**src/rtl/clk_div_pkg.sv**
```systemverilog
// -----------------------------------------------------------------------------
// clk_div_pkg -- shared constants and types for the programmable clock divider.
//
// Contents:
//   DW_DEFAULT       default width of a channel's divide value
//   NCH_DEFAULT      default number of divider channels
//   DIV_RST_DEFAULT  divide value every channel holds out of reset (clk/10)
//   clk_div_state_t  layout of one channel's state at the default width
//                    (counter, active divide, shadow divide, pending, output)
// -----------------------------------------------------------------------------
package clk_div_pkg;

    localparam int DW_DEFAULT      = 8;
    localparam int NCH_DEFAULT     = 4;
    localparam int DIV_RST_DEFAULT = 4;

    // Channel state at the default width. Channels with a different DW keep
    // the same fields at their own width.
    typedef struct packed {
        logic [DW_DEFAULT-1:0] cnt;    // cycles elapsed in current half-period
        logic [DW_DEFAULT-1:0] div_q;  // divide value in use
        logic [DW_DEFAULT-1:0] div_s;  // last written divide value
        logic                  pend;   // div_s not yet copied into div_q
        logic                  out;    // divided clock level
    } clk_div_state_t;

endpackage

```
**src/rtl/clk_div_chan.sv**
```systemverilog
// -----------------------------------------------------------------------------
// clk_div_chan -- one channel of the programmable clock divider.
//
// out_o toggles every (div_q + 1) enabled cycles, giving a 2*(D+1) period at
// 50% duty. A written divide value is parked in the shadow register and only
// taken over at a half-period boundary (or at once while the channel is
// disabled), so a running half-period is never cut short.
//
// Optional feature (macro PROG_CLK_DIV_SYNC_EN): sync_i restarts an enabled
// channel from phase zero and applies any pending value.
//
// Ports:
//   clk     in   clock, rising edge
//   reset   in   asynchronous reset, active low
//   en_i    in   run enable
//   wr_i    in   write strobe for this channel (already decoded)
//   div_i   in   divide value to write
//   sync_i  in   phase restart (only with PROG_CLK_DIV_SYNC_EN)
//   out_o   out  divided clock, registered
//   tick_o  out  one-cycle pulse in the cycle after out_o toggled
//   pend_o  out  a written value is waiting to be applied
// -----------------------------------------------------------------------------
module clk_div_chan
    import clk_div_pkg::*;
#(
    parameter int DW      = DW_DEFAULT,
    parameter int DIV_RST = DIV_RST_DEFAULT
) (
    input  logic          clk,
    input  logic          reset,
    input  logic          en_i,
    input  logic          wr_i,
    input  logic [DW-1:0] div_i,
`ifdef PROG_CLK_DIV_SYNC_EN
    input  logic          sync_i,
`endif
    output logic          out_o,
    output logic          tick_o,
    output logic          pend_o
);

    localparam logic [DW-1:0] DIV_INIT = DW'(DIV_RST);

    logic [DW-1:0] cnt_q,  cnt_d;
    logic [DW-1:0] div_q,  div_d;
    logic [DW-1:0] divs_q, divs_d;
    logic          pend_q, pend_d;
    logic          out_q,  out_d;
    logic          tick_q, tick_d;

    logic terminal;
    logic apply;

    assign terminal = (cnt_q == div_q);
    // A write in the same cycle wins over an older pending value: only the
    // newest value ever reaches div_q, and it waits for the next boundary.
    assign apply    = pend_q && !wr_i;

    always_comb begin
        cnt_d  = cnt_q;
        div_d  = div_q;
        divs_d = divs_q;
        pend_d = pend_q;
        out_d  = out_q;
        tick_d = 1'b0;

        if (!en_i) begin
            cnt_d = '0;
            out_d = 1'b0;
            if (apply) begin
                div_d  = divs_q;
                pend_d = 1'b0;
            end
`ifdef PROG_CLK_DIV_SYNC_EN
        end else if (sync_i) begin
            // Restart beats the terminal toggle of the same cycle.
            cnt_d = '0;
            out_d = 1'b0;
            if (apply) begin
                div_d  = divs_q;
                pend_d = 1'b0;
            end
`endif
        end else if (terminal) begin
            cnt_d  = '0;
            out_d  = ~out_q;
            tick_d = 1'b1;
            if (apply) begin
                div_d  = divs_q;
                pend_d = 1'b0;
            end
        end else begin
            cnt_d = cnt_q + DW'(1);
        end

        if (wr_i) begin
            divs_d = div_i;
            pend_d = 1'b1;
        end
    end

    always_ff @(posedge clk or negedge reset) begin
        if (!reset) begin
            cnt_q  <= '0;
            div_q  <= DIV_INIT;
            divs_q <= DIV_INIT;
            pend_q <= 1'b0;
            out_q  <= 1'b0;
            tick_q <= 1'b0;
        end else begin
            cnt_q  <= cnt_d;
            div_q  <= div_d;
            divs_q <= divs_d;
            pend_q <= pend_d;
            out_q  <= out_d;
            tick_q <= tick_d;
        end
    end

    assign out_o  = out_q;
    assign tick_o = tick_q;
    assign pend_o = pend_q;

endmodule

```
**src/rtl/prog_clk_div.sv**
```systemverilog
// -----------------------------------------------------------------------------
// prog_clk_div -- NCH independent programmable clock dividers.
//
// Each channel produces out_clk with period 2*(D+1) clk cycles. Divide values
// are written one channel at a time through cfg_we/cfg_ch/cfg_div; a channel
// index of NCH or above matches no channel and is dropped.
//
// Optional feature (macro PROG_CLK_DIV_SYNC_EN): adds input sync_all which
// restarts every enabled channel from phase zero in the same cycle.
//
// Ports:
//   clk      in   clock, rising edge
//   reset    in   asynchronous reset, active low
//   en       in   [NCH]  per-channel run enable
//   cfg_we   in   one-cycle write strobe
//   cfg_ch   in   [CW]   target channel of write
//   cfg_div  in   [DW]   new divide value
//   sync_all in   phase-align all channels (PROG_CLK_DIV_SYNC_EN only)
//   out_clk  out  [NCH]  divided clocks
//   tick     out  [NCH]  pulse in the cycle after out_clk toggled
//   pend     out  [NCH]  written value waiting to be applied
// -----------------------------------------------------------------------------
module prog_clk_div
    import clk_div_pkg::*;
#(
    parameter  int NCH     = NCH_DEFAULT,
    parameter  int DW      = DW_DEFAULT,
    parameter  int DIV_RST = DIV_RST_DEFAULT,
    localparam int CW      = (NCH > 1) ? $clog2(NCH) : 1
) (
    input  logic           clk,
    input  logic           reset,
    input  logic [NCH-1:0] en,
    input  logic           cfg_we,
    input  logic [CW-1:0]  cfg_ch,
    input  logic [DW-1:0]  cfg_div,
`ifdef PROG_CLK_DIV_SYNC_EN
    input  logic           sync_all,
`endif
    output logic [NCH-1:0] out_clk,
    output logic [NCH-1:0] tick,
    output logic [NCH-1:0] pend
);

    logic [NCH-1:0] wr;

    for (genvar i = 0; i < NCH; i++) begin : g_ch
        localparam logic [CW-1:0] IDX = CW'(i);

        // Indices >= NCH equal no IDX, so out-of-range writes fall away here.
        assign wr[i] = cfg_we && (cfg_ch == IDX);

        clk_div_chan #(
            .DW      (DW),
            .DIV_RST (DIV_RST)
        ) u_chan (
            .clk    (clk),
            .reset  (reset),
            .en_i   (en[i]),
            .wr_i   (wr[i]),
            .div_i  (cfg_div),
`ifdef PROG_CLK_DIV_SYNC_EN
            .sync_i (sync_all),
`endif
            .out_o  (out_clk[i]),
            .tick_o (tick[i]),
            .pend_o (pend[i])
        );
    end

endmodule

```
**config.mk**
```make
export PLATFORM = sky130hd
export DESIGN_NAME = prog_clk_div
export DESIGN_NICKNAME = d
export VERILOG_FILES = /design/src/rtl/clk_div_pkg.sv /design/src/rtl/clk_div_chan.sv /design/src/rtl/prog_clk_div.sv
export SDC_FILE = /design/constraint.sdc
export NUM_CORES = 1
export LEC_CHECK = 0
export BUFFER_PORTS_ARGS = -buffer_cell sky130_fd_sc_hd__buf_2
export CAP_MARGIN = 10
export CORE_ASPECT_RATIO = 2
export CORE_UTILIZATION = 35
export CTS_CLUSTER_DIAMETER = 80
export CTS_CLUSTER_SIZE = 16
export DETAILED_ROUTE_END_ITERATION = 10
export PLACE_DENSITY = 0.6
export SLEW_MARGIN = 40
export SYNTH_ARGS = -nofsm -noshare
export SYNTH_HDL_FRONTEND = slang
export SYNTH_SLANG_ARGS = --single-unit
```
**constraint.sdc**
```tcl
create_clock -name clk -period 2.75 [get_ports clk]
set_clock_uncertainty 0.05 [all_clocks]
set_input_delay 0 -clock clk [delete_from_list [all_inputs] [get_ports clk]]
set_output_delay 0 -clock clk [all_outputs]
set_load 0.01 [all_outputs]
```
==> impl_table.tex <==
\begin{tabular}{lr}
\hline
Metric & Value \\
\hline
\multicolumn{2}{l}{\textbf{Synth}} \\
Syn. warnings & 0 \\
Distinct cell type count after synthesis & 27 \\
Synth Instances & 360 \\
Cell Area, Synth & about 4700 um\^{}2 \\
Average size of a mapped cell & about 13 um\^{}2 \\
Sequential cell area fraction in the yosys report & 0.580 \\
Post-Synthesis Net Count & 381 \\
Count of state elements after synthesis & around 110 \\
\multicolumn{2}{l}{\textbf{Floorplan}} \\
Core area & 13000 um\^{}2 \\
Horizontal die dimension & 83.8 um \\
Number of cell rows & 59 \\
Number of top-level design ports & 29 \\
Die area & roughly 14000 um\^{}2 \\
Starting density of the core & 0.360 \\
Die boundary height & between 150 and 200 um \\
\multicolumn{2}{l}{\textbf{Setup path}} \\
Capturing element type of the critical path & flip-flop \\
Critical path class & reg -> reg \\
Buffers and inverters on the worst path & 0 \\
Data required time at the worst endpoint & between 2000 and 3000 ps \\
Critical Path Slowest Stage Cell & nor3b\_4 \\
Worst reg2reg path depth & 5 \\
Cell-by-cell listing of the critical path & xor2\_1 > nor4\_1 > a21bo\_1 > nor3b\_4 > mux2\_2 \\
FF-to-FF End & g\_ch[0].u\_chan.div\_q[1]\$\_DFFE\_PN0P\_ \\
CP top delay family & simple AND/OR/NAND/NOR gates \\
Arrival time worst endpoint & between 2000 and 3000 ps \\
Worst flop-to-flop path startpoint & g\_ch[0].u\_chan.cnt\_q[5]\$\_DFF\_PN0\_ \\
Launching element type of the critical path & flip-flop \\
Register-to-register setup slack & approximately 310 ps \\
Largest fanout on the critical path & 9 \\
Delay of the slowest critical-path stage & 460 ps \\
\multicolumn{2}{l}{\textbf{Pwr}} \\
Int Power & 3160 uW \\
Switching Share & 0.275 \\
Sequential power share & 0.515 \\
Clock group share of total power & 0.307 \\
Sw Pwr & between 1000 and 1500 uW \\
Areal power density over the cells & 810 nW/um\^{}2 \\
Combinational cell fraction of total power & 0.178 \\
Cell leakage power & $\sim$0.0025 uW \\
Worst ir drop on vdd & about 0.00045 V \\
\multicolumn{2}{l}{\textbf{Timing}} \\
Slew at the pin with the worst max-slew slack & 671 ps \\
Count of final hold-check violations & 0 \\
Period minus WS final & about 2400 ps \\
Final worst setup slack & between 300 and 400 ps \\
Setup TNS Final & 0 ps \\
Unrepaired setup endpoints after global routing & no \\
Max Clk Rate & 410 MHz \\
Rel. slew slack & 0.553 \\
Final hold slack & between 70 and 80 ps \\
Final slew viol count & 0 \\
Part of the cycle the worst path needs & 0.888 \\
Total setup violations reported at the end of the flow & 0 \\
\multicolumn{2}{l}{\textbf{CTS}} \\
Clock input transition at the sequential cells of the worst setup and hold paths & about 70 ps \\
Buffer cell driving the clock tree root & clkbuf\_16 \\
Clock latency at the later pin of the worst-skew pair & 360 ps \\
TritonCTS Sinks & roughly 110 \\
CTS tree & done \\
Number of buffers created by CTS & 9 \\
Maximum level of the CTS H-tree & 3 \\
Buffer levels on the longest clock path & 2 \\
Count of instances resized after the clock tree is built & 0 \\
\multicolumn{2}{l}{\textbf{Final layout}} \\
Layout cells sized above 1 & 0.323 \\
Ant. Diodes & 0 \\
Net count reported at finish & between 400 and 500 \\
Combined area of the multi-input logic cells & between 1500 and 2000 um\^{}2 \\
Filler cell count in the final layout & 1229 \\
Register area & between 2000 and 3000 um\^{}2 \\
Synth-to-Final Area Change & 15.0\% \\
Post-Layout Inst Area & roughly 5400 um\^{}2 \\
\multicolumn{2}{l}{\textbf{Min path}} \\
Min-delay worst type & in -> reg \\
Cell count of the worst hold path & 4 \\
Worst Hold Launch & cfg\_we \\
Min-Delay Endpoint & g\_ch[2].u\_chan.pend\_o\$\_DFFE\_PN0P\_ \\
\multicolumn{2}{l}{\textbf{Place}} \\
RePlAce Congestion & 0.823 \\
Count of buffers inserted at the top-level ports & 28 \\
Post-detailed-placement cell area & 4940 um\^{}2 \\
Setup slack after placement & 310 ps \\
Total half-perimeter wirelength after legalization and detailed placement & 6240 um \\
\multicolumn{2}{l}{\textbf{Routing}} \\
Iter 0 DRT Violations & 98 \\
Vias/cell & slightly below 5 \\
Final WL & 8720 um \\
Average wire per cell in the routed design & about 16 um \\
Number of search-and-repair iterations in the first detailed-routing pass & 4 \\
Number of antenna-violating nets in the routed design & 0 \\
DRC errors left & 0 \\
Overall via count from detail\_route & about 2700 \\
\multicolumn{2}{l}{\textbf{Flow run}} \\
Max-capacitance violation count & 0 \\
\multicolumn{2}{l}{\textbf{GRT}} \\
Largest net degree at the start of global routing & between 50 and 60 \\
Global-route wire length before repair & between 10000 and 15000 um \\
Initial antenna violation count & 0 \\
Via count of the first global-routing pass & $\sim$2900 \\
Total routing usage reported by global routing & 0.139 \\
Remaining global-route overflow & 0 \\
\multicolumn{2}{l}{\textbf{Outcome}} \\
Run status & finished clean \\
\hline
\end{tabular}
layer usage:
| layer | track usage | part of all wire | routed length [um] |
|---|---|---|---|
| met2 | 0.255 | 0.55 | 4770 |
| met1 | 0.153 | 0.41 | 3550 |
| met4 | 0.0747 | 0.027 | 232 |
| met5 | 0 | 0 | 0 |
| met3 | 0.0204 | 0.019 | 162 |
how the worst max path moves through the flow:
stage / startpoint / to / depth (start not counted)
after global routing: g_ch[0].u_chan.cnt_q[5]$_DFF_PN0_ / g_ch[0].u_chan.div_q[1]$_DFFE_PN0P_ / 5
final: g_ch[0].u_chan.cnt_q[5]$_DFF_PN0_ / g_ch[0].u_chan.div_q[1]$_DFFE_PN0P_ / 5
after global placement: g_ch[0].u_chan.cnt_q[5]$_DFF_PN0_ / g_ch[0].u_chan.div_q[0]$_DFFE_PN0P_ / 5
after floorplan: g_ch[0].u_chan.cnt_q[6]$_DFF_PN0_ / g_ch[0].u_chan.div_q[0]$_DFFE_PN0P_ / 6
after detailed placement: g_ch[0].u_chan.cnt_q[5]$_DFF_PN0_ / g_ch[0].u_chan.div_q[4]$_DFFE_PN0P_ / 5
after CTS: g_ch[0].u_chan.cnt_q[5]$_DFF_PN0_ / g_ch[0].u_chan.div_q[1]$_DFFE_PN0P_ / 5
power by group through the flow:
stage / combinational [uW] / clock [uW] / sequential, uW
floorplan: 628 / 0 / 2190
CTS: 794 / 1360 / 2250
finish: 777 / 1340 / 2250
global placement: 744 / 0 / 2270
detailed placement: 774 / 0 / 2280
global route: 867 / 1420 / 2300
cell type report:
type                            instances  area share
Timing Repair Buffer                   50      0.0632
Multi-Input combinational cell        224       0.334
Sequential cell                       108       0.504
Clock inverter                          7      0.0156
Clock buffer                            9      0.0418
Tap cell                              152      0.0353
Inverter                                8     0.00558
cell usage in the layout (no fill, tap or decap), types with 2 or more instances in the layout:
master / synthesis / layout
dfrtp_1: 100 / 100
mux2_2: 64 / 64
xor2_1: 45 / 45
nor2_1: 38 / 38
buf_2: 5 / 27
and3_1: 16 / 16
xnor2_1: 15 / 15
nand3_1: 13 / 13
dlygate4sd3_1: 0 / 13
buf_4: 13 / 10
clkbuf_16: 0 / 9
inv_1: 8 / 8
dfstp_2: 8 / 8
nor4_1: 6 / 6
nand2_1: 5 / 5
and2_1: 4 / 4
ha_1: 4 / 4
o21ai_0: 3 / 3
a31o_2: 2 / 2
nand3b_1: 2 / 2
clkinv_4: 0 / 2
inv_6: 0 / 2
synthesized netlist by cell type:
master / n / area, um^2
buf_1: 1 / 3.75
nand3b_1: 2 / 15.0
buf_2: 5 / 25.0
nand3_1: 13 / 65.1
buf_6: 1 / 11.3
ha_1: 4 / 50.1
and3_2: 1 / 7.51
and3_1: 16 / 100
mux2_2: 64 / 721
nor2_1: 38 / 143
xnor2_1: 15 / 131
xor2_1: 45 / 394
buf_4: 13 / 97.6
a21bo_1: 1 / 10.0
o21ai_0: 3 / 15.0
nor4_1: 6 / 37.5
o21bai_1: 1 / 7.51
dfstp_2: 8 / 210
a31o_2: 2 / 17.5
and2_1: 4 / 25.0
a21bo_2: 1 / 10.0
nor3b_4: 1 / 18.8
or2_2: 1 / 6.26
dfrtp_1: 100 / 2500
nor3b_1: 1 / 7.51
inv_1: 8 / 30.0
nand2_1: 5 / 18.8
what timing repair did:
action                     CTS  global route
hold buffers                13             0
hold endpoints to repair    85             0
buffers inserted             0             0
setup endpoints to repair    0             0
cell families (layout without fill, tap and decap cells):
logic type      count (synthesis)  after routing  share of synthesized area
fa+ha+maj                       4              4                     0.0107
simple gates                   88             88                     0.0949
compound gates                  8              8                     0.0128
mux                            64             64                      0.154
xor+xnor                       60             60                      0.112
buf+inv                        28             74                     0.0358
flops                         108            108                      0.580
state kept, by name, indices dropped and copies added, names as in the netlist:
register            cells
g_ch.u_chan.out_o       4
g_ch.u_chan.divs_q     32
g_ch.u_chan.div_q      32
g_ch.u_chan.cnt_q      32
g_ch.u_chan.tick_o      4
g_ch.u_chan.pend_o      4
through the flow:
| step | util | cells | total power [uW] |
|---|---|---|---|
| finish | 0.414 | 558 | 4360 |
| global route | 0.414 | 558 | 4590 |
| CTS | 0.414 | 558 | 4410 |
| detailed placement | 0.380 | 529 | 3060 |
| global placement | 0.380 | 529 | 3020 |
| floorplan | - | 360 | 2820 |
worst reg2reg max path, cell delays in order, from the launching register on:
cell and delay, ps:
dfrtp_1 450, xor2_1 200, nor4_1 430, a21bo_1 340, nor3b_4 470, mux2_2 390
Note: power is estimated with default switching activity, not from simulation.
